**src/rtl/seven_seg_pkg.sv**
```systemverilog
// Shared constants and FSM state type for the seven-segment scan block.
// Digit count, per-digit mode codes and scan states.
package seven_seg_pkg;

  localparam int NUM_DIGITS = 4;

  localparam logic [1:0] EN_OFF = 2'd0;
  localparam logic [1:0] EN_DEC = 2'd1;
  localparam logic [1:0] EN_RAW = 2'd3;

  typedef enum logic [1:0] {
    ST_OFF   = 2'd0,
    ST_BLANK = 2'd1,
    ST_SHOW  = 2'd2
  } state_t;

endpackage

```
**src/rtl/seven_seg_pwm.sv**
```systemverilog
// Brightness PWM: free-running 4-bit counter over SHOW cycles.
// on is high while the counter is below the requested level.
module seven_seg_pwm (
  input  logic       clk,
  input  logic       rst_n,
  input  logic       step,
  input  logic       clear,
  input  logic [3:0] level,
  output logic       on
);

  logic [3:0] pcnt;

  always_ff @(posedge clk or negedge rst_n) begin
    if (!rst_n) begin
      pcnt <= '0;
    end else if (clear) begin
      pcnt <= '0;
    end else if (step) begin
      pcnt <= pcnt + 1'b1;
    end
  end

  assign on = (pcnt < level);

endmodule

```
**src/rtl/seven_seg_scan.sv**
```systemverilog
// Four-digit display scanner with blanking and frame-synchronous reload.
// Optional brightness PWM enabled by SEVSEG_BRIGHTNESS_EN.
module seven_seg_scan
  import seven_seg_pkg::*;
#(
  parameter int DIV  = 100000,
  parameter int DEAD = 1000
) (
  input  logic        clk,
  input  logic        rst_n,
`ifdef SEVSEG_BRIGHTNESS_EN
  input  logic [3:0]  brightness,
`endif
  input  logic        scan_en,
  input  logic        load_valid,
  output logic        load_ready,
  input  logic [31:0] ld_num,
  input  logic [7:0]  ld_en,
  output logic [1:0]  sel,
  output logic [7:0]  number,
  output logic [1:0]  en,
  output logic        frame_done
);

  localparam int CW = (DIV > 1) ? $clog2(DIV) : 1;
  localparam logic [CW-1:0] CNT_LAST = CW'(DIV - 1);
  localparam logic [CW-1:0] CNT_DEAD = CW'(DEAD - 1);
  localparam logic [1:0] DIG_LAST = 2'(NUM_DIGITS - 1);

  state_t        st, st_n;
  logic [CW-1:0] cnt, cnt_n;
  logic [1:0]    dig, dig_n;
  logic [31:0]   act_num, act_num_n, pend_num;
  logic [7:0]    act_en, act_en_n, pend_en;
  logic          pend_full;
  logic          accept, commit, boundary, gate;

  assign load_ready = !pend_full;
  assign accept     = load_valid && !pend_full;
  assign boundary   = (st == ST_SHOW) && (cnt == CNT_LAST)
                   && (dig == DIG_LAST);
  assign commit     = pend_full
                   && (boundary || st == ST_OFF || !scan_en);
  assign act_num_n  = commit ? pend_num : act_num;
  assign act_en_n   = commit ? pend_en : act_en;

  always_comb begin
    st_n  = st;
    cnt_n = cnt;
    dig_n = dig;
    if (!scan_en) begin
      st_n  = ST_OFF;
      cnt_n = '0;
      dig_n = '0;
    end else begin
      unique case (st)
        ST_OFF: begin
          st_n  = ST_BLANK;
          cnt_n = '0;
          dig_n = '0;
        end
        ST_BLANK: begin
          cnt_n = cnt + 1'b1;
          if (cnt == CNT_DEAD) st_n = ST_SHOW;
        end
        ST_SHOW: begin
          if (cnt == CNT_LAST) begin
            cnt_n = '0;
            dig_n = dig + 1'b1;
            st_n  = ST_BLANK;
          end else begin
            cnt_n = cnt + 1'b1;
          end
        end
        default: st_n = ST_OFF;
      endcase
    end
  end

`ifdef SEVSEG_BRIGHTNESS_EN
  logic [3:0] bright_q;

  // Level is only picked up between frames so a frame has uniform duty.
  always_ff @(posedge clk or negedge rst_n) begin
    if (!rst_n) begin
      bright_q <= '0;
    end else if (boundary || st == ST_OFF) begin
      bright_q <= brightness;
    end
  end

  seven_seg_pwm u_pwm (
    .clk   (clk),
    .rst_n (rst_n),
    .step  (st_n == ST_SHOW),
    .clear (st_n == ST_OFF),
    .level (bright_q),
    .on    (gate)
  );
`else
  assign gate = 1'b1;
`endif

  always_ff @(posedge clk or negedge rst_n) begin
    if (!rst_n) begin
      st        <= ST_OFF;
      cnt       <= '0;
      dig       <= '0;
      act_num   <= '0;
      act_en    <= '0;
      pend_num  <= '0;
      pend_en   <= '0;
      pend_full <= 1'b0;
    end else begin
      st      <= st_n;
      cnt     <= cnt_n;
      dig     <= dig_n;
      act_num <= act_num_n;
      act_en  <= act_en_n;
      if (accept) begin
        pend_num <= ld_num;
        pend_en  <= ld_en;
      end
      pend_full <= (pend_full && !commit) || accept;
    end
  end

  // Pins are loaded from next-state values so they line up with state.
  always_ff @(posedge clk or negedge rst_n) begin
    if (!rst_n) begin
      sel        <= '0;
      number     <= '0;
      en         <= EN_OFF;
      frame_done <= 1'b0;
    end else begin
      sel        <= dig_n;
      number     <= (st_n == ST_OFF) ? 8'd0
                  : act_num_n[{dig_n, 3'b000} +: 8];
      en         <= (st_n == ST_SHOW && gate)
                  ? act_en_n[{dig_n, 1'b0} +: 2] : EN_OFF;
      frame_done <= boundary && scan_en;
    end
  end

endmodule
```
**config.mk**
```make
export PLATFORM = sky130hd
export DESIGN_NAME = seven_seg_scan
export DESIGN_NICKNAME = d
export VERILOG_FILES = /design/src/rtl/seven_seg_pkg.sv /design/src/rtl/seven_seg_pwm.sv /design/src/rtl/seven_seg_scan.sv
export SDC_FILE = /design/constraint.sdc
export NUM_CORES = 1
export LEC_CHECK = 0
export ABC_AREA = 1
export BUFFER_PORTS_ARGS = -buffer_cell sky130_fd_sc_hd__buf_2
export CELL_PAD_IN_SITES_DETAIL_PLACEMENT = 0
export CELL_PAD_IN_SITES_GLOBAL_PLACEMENT = 1
export CORE_ASPECT_RATIO = 1.2
export CORE_UTILIZATION = 45
export CTS_BUF_LIST = sky130_fd_sc_hd__clkbuf_8 sky130_fd_sc_hd__clkbuf_16
export DETAILED_ROUTE_END_ITERATION = 7
export PLACE_DENSITY_LB_ADDON = 0.1
export SYNTH_ARGS = -nofsm -noshare
export SYNTH_HDL_FRONTEND = slang
export SYNTH_SLANG_ARGS = --single-unit
```
**constraint.sdc**
```tcl
create_clock -name clk -period 3 [get_ports clk]
set_input_delay 0.45 -clock clk [delete_from_list [all_inputs] [get_ports clk]]
set_output_delay 0.45 -clock clk [all_outputs]
set_load 0.02 [all_outputs]
```
== After elaboration in Yosys (flattened, before gate mapping) ==
Cells that the tools add are included.

* Register bits: 113
* Bits of input ports: 44
* Output and inout port bits: 14

* Add/subtract/negate cells: 2
* Equality and inequality tests: 7
* Shift operators: 2
* Mux-type cells: 14
* Reductions and logical operators: 14

{| class="wikitable"
|+ Operators by type and width
! cell !! count
|-
| $pmux W17 S3 || 1
|-
| $mux W17 || 2
|-
| $mux W32 || 1
|-
| $shiftx A32 B6 Y8 || 1
|-
| $add A17 B1 Y17 const B || 1
|-
| $eq A17 B10 Y1 const B || 1
|-
| $eq A17 B17 Y1 const B || 1
|-
| $mux W8 || 2
|-
| $mux W2 || 6
|-
| $shiftx A8 B4 Y2 || 1
|-
| $eq A2 B2 Y1 const B || 3
|-
| $logic_and A1 B1 Y1 || 6
|-
| $pmux W2 S3 || 1
|-
| $logic_not A2 Y1 || 2
|-
| $ne A4 B1 Y1 const B || 1
|-
| $pmux W2 S2 || 1
|-
| $logic_not A1 Y1 || 3
|-
| $logic_or A1 B1 Y1 || 3
|-
| $add A2 B1 Y2 const B || 1
|-
| $eq A2 B1 Y1 const B || 1
|}

== Depth between registers and ports, before layout ==
* Depth after elaboration: 9
* Gate-level depth with buffers: 13
* Depth with buffers taken out: 13

== Worst setup path before layout ==
OpenSTA, ideal clock, no wires.

* Path kind: register to register
* Start: register st[0]
* End: register cnt[16]
* Arrival: 1742 ps
* Path slack: 1138 ps
* Stages on the path, launching flop included: 14
* Cells stage by stage: dfrtp_1 > inv_1 > ha_1 > nor2_1 > nand2_1 > nand4_1 > nor2_1 > nand2_1 > inv_2 > nand3_1 > nor2_1 > inv_1 > o21ai_1 > a21oi_1

* Cells in the longest elaborated chain, start to end: 3
* Elaborated cells on any way between the ends: 6

{| class="wikitable"
|+ Ends and longest elaborated chain
! what !! line !! RTL
|-
| start, declared || seven_seg_scan.sv:30 || <nowiki>state_t st, st_n;</nowiki>
|-
| start signal, assigned || seven_seg_scan.sv:115 || <nowiki>st <= st_n;</nowiki>
|-
| $eq A2 B2 Y1, or another cell as far along || seven_seg_scan.sv:56 || <nowiki>unique case (st)</nowiki>
|-
| $pmux W17 S3 || seven_seg_scan.sv:56 ||
|-
| $mux W17 || seven_seg_scan.sv:51 || <nowiki>if (!scan_en) begin</nowiki>
|-
| end signal, assigned || seven_seg_scan.sv:116 || <nowiki>cnt <= cnt_n;</nowiki>
|-
| end, declared || seven_seg_scan.sv:31 || <nowiki>logic [CW-1:0] cnt, cnt_n;</nowiki>
|}

Several ways; a longest one is shown, not always the timed one.
A chain may end at the register's enable or synchronous reset.

== Final worst setup path ==
* Start: register cnt[1]
* End: register number[0]

* Cells in the longest elaborated chain, start to end: 9
* Elaborated cells on any way between the ends: 18

{| class="wikitable"
|+ Ends and longest elaborated chain
! what !! line !! RTL
|-
| $eq A17 B17 Y1 || seven_seg_scan.sv:40, seven_seg_scan.sv:67 ||
|-
| $logic_and A1 B1 Y1 || seven_seg_scan.sv:40 || <nowiki>assign boundary = (st == ST_SHOW) && (cnt == CNT_LAST)</nowiki>
|-
| $logic_and A1 B1 Y1 || seven_seg_scan.sv:41 || <nowiki>&& (dig == DIG_LAST);</nowiki>
|-
| $logic_or A1 B1 Y1 (2 in series) || seven_seg_scan.sv:43 || <nowiki>&& (boundary || st == ST_OFF || !scan_en);</nowiki>
|-
| $logic_and A1 B1 Y1 || seven_seg_scan.sv:43 ||
|-
| $mux W32 || seven_seg_scan.sv:44 || <nowiki>assign act_num_n = commit ? pend_num : act_num;</nowiki>
|-
| $shiftx A32 B6 Y8 || seven_seg_scan.sv:138 || <nowiki>: act_num_n[{dig_n, 3'b000} +: 8];</nowiki>
|-
| $mux W8 (*) || seven_seg_scan.sv:137 || <nowiki>number <= (st_n == ST_OFF) ? 8'd0</nowiki>
|-
| end signal, assigned || seven_seg_scan.sv:137 ||
|-
| end, declared || seven_seg_scan.sv:20 || <nowiki>output logic [7:0] number,</nowiki>
|}

Mark *: on every way between the ends. The rest lies on a longest branch, timed or not.

==> results.json <==
{
  "slew_headroom_pct": 46.5,
  "die_h_um": 119,
  "yosysSeqAreaShare_pct": 54.7,
  "worstPathRequired_ns": 3.32,
  "fin_nets": 641,
  "async_flop_share_pct": 100,
  "clock_skew_ns": 0.00607,
  "hp-class": "in -> async",
  "fillCellCount": 1035,
  "worstRegToRegCells": 13,
  "drtIter0Drc": 253,
  "endpoint_kind": "flop",
  "path_clk_slew_ns": 0.05,
  "finalPower_w": 0.00460,
  "gp_congestion": 0.828,
  "cts_setup_buffers": 0,
  "cts_resized": 0,
  "synth_edf_count": 0,
  "dieArea_um2": 11900,
  "syn_area_um2": 5170,
  "crit_fanout": 40,
  "arrival_ns": 2.79,
  "start_util_pct": 46.7,
  "max_cap_violations": 0,
  "path_class": "reg -> reg",
  "timing.final.ws_setup_ns": 0.538,
  "insertion_delay_ns": 0.42,
  "status": "complete, no violations",
  "dp_hpwl_um": 8180,
  "synth_warnings": 0,
  "grt_pass1_wl_um": 20600,
  "powerDensity_nw_per_um2": 740,
  "stdcell_count": 758,
  "r2r-start": "cnt[1]",
  "placed_cells": 726,
  "antenna_found_initial": 0,
  "rows": 42,
  "n_antenna_cell": 0,
  "clock-sinks": 113,
  "clock.fmax_mhz": 406,
  "syn_inst": 528,
  "final_max_slew_viol_count": 0,
  "io_pins": 58,
  "ant_nets": 0,
  "synthFlopType": "dfrtp_1",
  "synthDistinctLibCells": 31,
  "grt-ovfl-total": 0,
  "syn-num-nets": 578,
  "period_minus_slack_ns": 2.46,
  "rsz0062_at_grt": "false",
  "numPortBuffers": 57,
  "wl_met3_um": 560,
  "h-tree-depth": 4,
  "endpoint": "number[0]",
  "cts_hold_buf": 0,
  "wl_met2_um": 6350,
  "cts-root-buf": "clkbuf_16",
  "final_cell_mix": "nand2_1 (113), dfrtp_1 (113), nand3_1 (88)",
  "die_x_um": 99.9,
  "drive_above_1_share_pct": 28.5,
  "highest_layer": "met4",
  "cp-startpoint": "cnt[1]",
  "grt_pass1_vias": 4141,
  "met1_length_um": 5080,
  "pre_cts_slack_ns": 0.556,
  "via_count": 3935,
  "setup_viol": 0,
  "ys_ff_latch": 113,
  "tns_ns": 0,
  "wirelength_um": 12200,
  "area_growth_pct": 20.2,
  "fin_crit_sh_pct": 82.1,
  "syn_avg_cell_area_um2": 9.80,
  "vias_per_cell": 5.19,
  "hold_viol_final": 0,
  "r2r-end": "number[0]",
  "cts_buffers": 17,
  "cts_buffer_depth": 2,
  "core-area_um2": 11100,
  "leakage_nw": 3.06,
  "utilization_pct": 56.1,
  "dr.pass1.iters": 4,
  "tightest_slew_ns": 0.803,
  "ir_worst_vdd_uv": 463,
  "r2r_slack_ns": 0.54,
  "start_kind": "flop",
  "cts_tree": "done",
  "grt_util_all_layers_pct": 23.0,
  "grt_max_degree": 62,
  "wl_per_cell_um": 16.1,
  "drcViolationCount": 0
}
synth_stat cells (2+ instances only):
library cell	count	area [µm²]
dfrtp_1	113	2830
nand2_1	113	424
nand3_1	88	440
mux2_2	40	450
inv_1	30	113
nor2_1	29	109
a21oi_1	24	120
nand3_2	21	210
buf_2	16	80.1
nand4_1	7	43.8
ha_1	6	75.1
inv_2	5	18.8
nor3_1	5	25.0
o21ai_0	4	20.0
o21ai_1	4	20.0
buf_6	3	33.8
clkbuf_1	3	11.3
nand2_2	3	18.8
nor2_4	2	22.5
registers in the layout (all words and copies together), names as in the netlist:
name	flops
act_num	32
pend_num	32
cnt	17
act_en	8
number	8
pend_en	8
en	2
sel	2
st	2
frame_done	1
pend_full	1
routing by layer:
layer,up-vias,global-route usage (%)
li1,1893,-
met1,1928,27.8
met2,94,38.4
met3,20,5.28
met4,0,10.9
met5,-,0
worst min path at each step:
stage                startpoint      endpoint  slack [ns]  depth (start not counted)
floorplan                 rst_n     act_en[0]        0.15                          0
global placement    act_num[10]   act_num[10]        0.45                          2
global route              rst_n    pend_en[5]        0.20                          1
detailed placement    act_en[7]     act_en[7]        0.45                          2
CTS                       rst_n  pend_num[20]        0.15                          1
finish                    rst_n    pend_en[5]        0.13                          1
metrics by stage:
step,hold WS (ns),cell area (µm²)
finish,0.130,6220
global route,0.196,6220
CTS,0.149,6220
detailed placement,0.453,5600
global placement,0.448,5600
floorplan,0.154,5170
kinds of logic after synthesis:
| logic type | share of synthesized area [%] |
|---|---|
| AO/OA/AOI/OAI | 3.56 |
| buffers and inverters | 5.39 |
| flip-flops | 54.7 |
| adder cells (fa/ha/maj) | 1.45 |
| XOR/XNOR | 0.169 |
| multiplexers | 8.71 |
| AND/OR/NAND/NOR | 26.1 |
where the power goes:
part / total [W] / internal [W] / switching [W]
combinational: 0.000611 / 0.000254 / 0.000357
clock: 0.00207 / 0.00138 / 0.000692
sequential: 0.00192 / 0.00179 / 0.000123
total: 0.00460 / 0.00343 / 0.00117
critical path, stage by stage, from the launching register on:
cell	delay, ns
dfrtp_1	0.39
ha_1	0.21
nand2_1	0.14
inv_1	0.05
nand2_1	0.09
nor2_4	0.05
nand4_2	0.11
nand2_4	0.26
nand2_2	0.12
buf_4	0.39
nand2_1	0.15
nand3_1	0.10
nand3_1	0.07
a21oi_1	0.20
area by class of cell:
cell class / instances / area [µm²] / area share, %
clock buffers: 21 / 480 / 7.73
flip-flops and latches: 113 / 2830 / 45.5
repair buffers: 68 / 383 / 6.16
multi-input cells: 356 / 2070 / 33.2
inverters: 35 / 131 / 2.11
clock inverters: 11 / 136 / 2.19
well taps: 154 / 193 / 3.10
No activity file was read; power rests on OpenSTA's default activity.
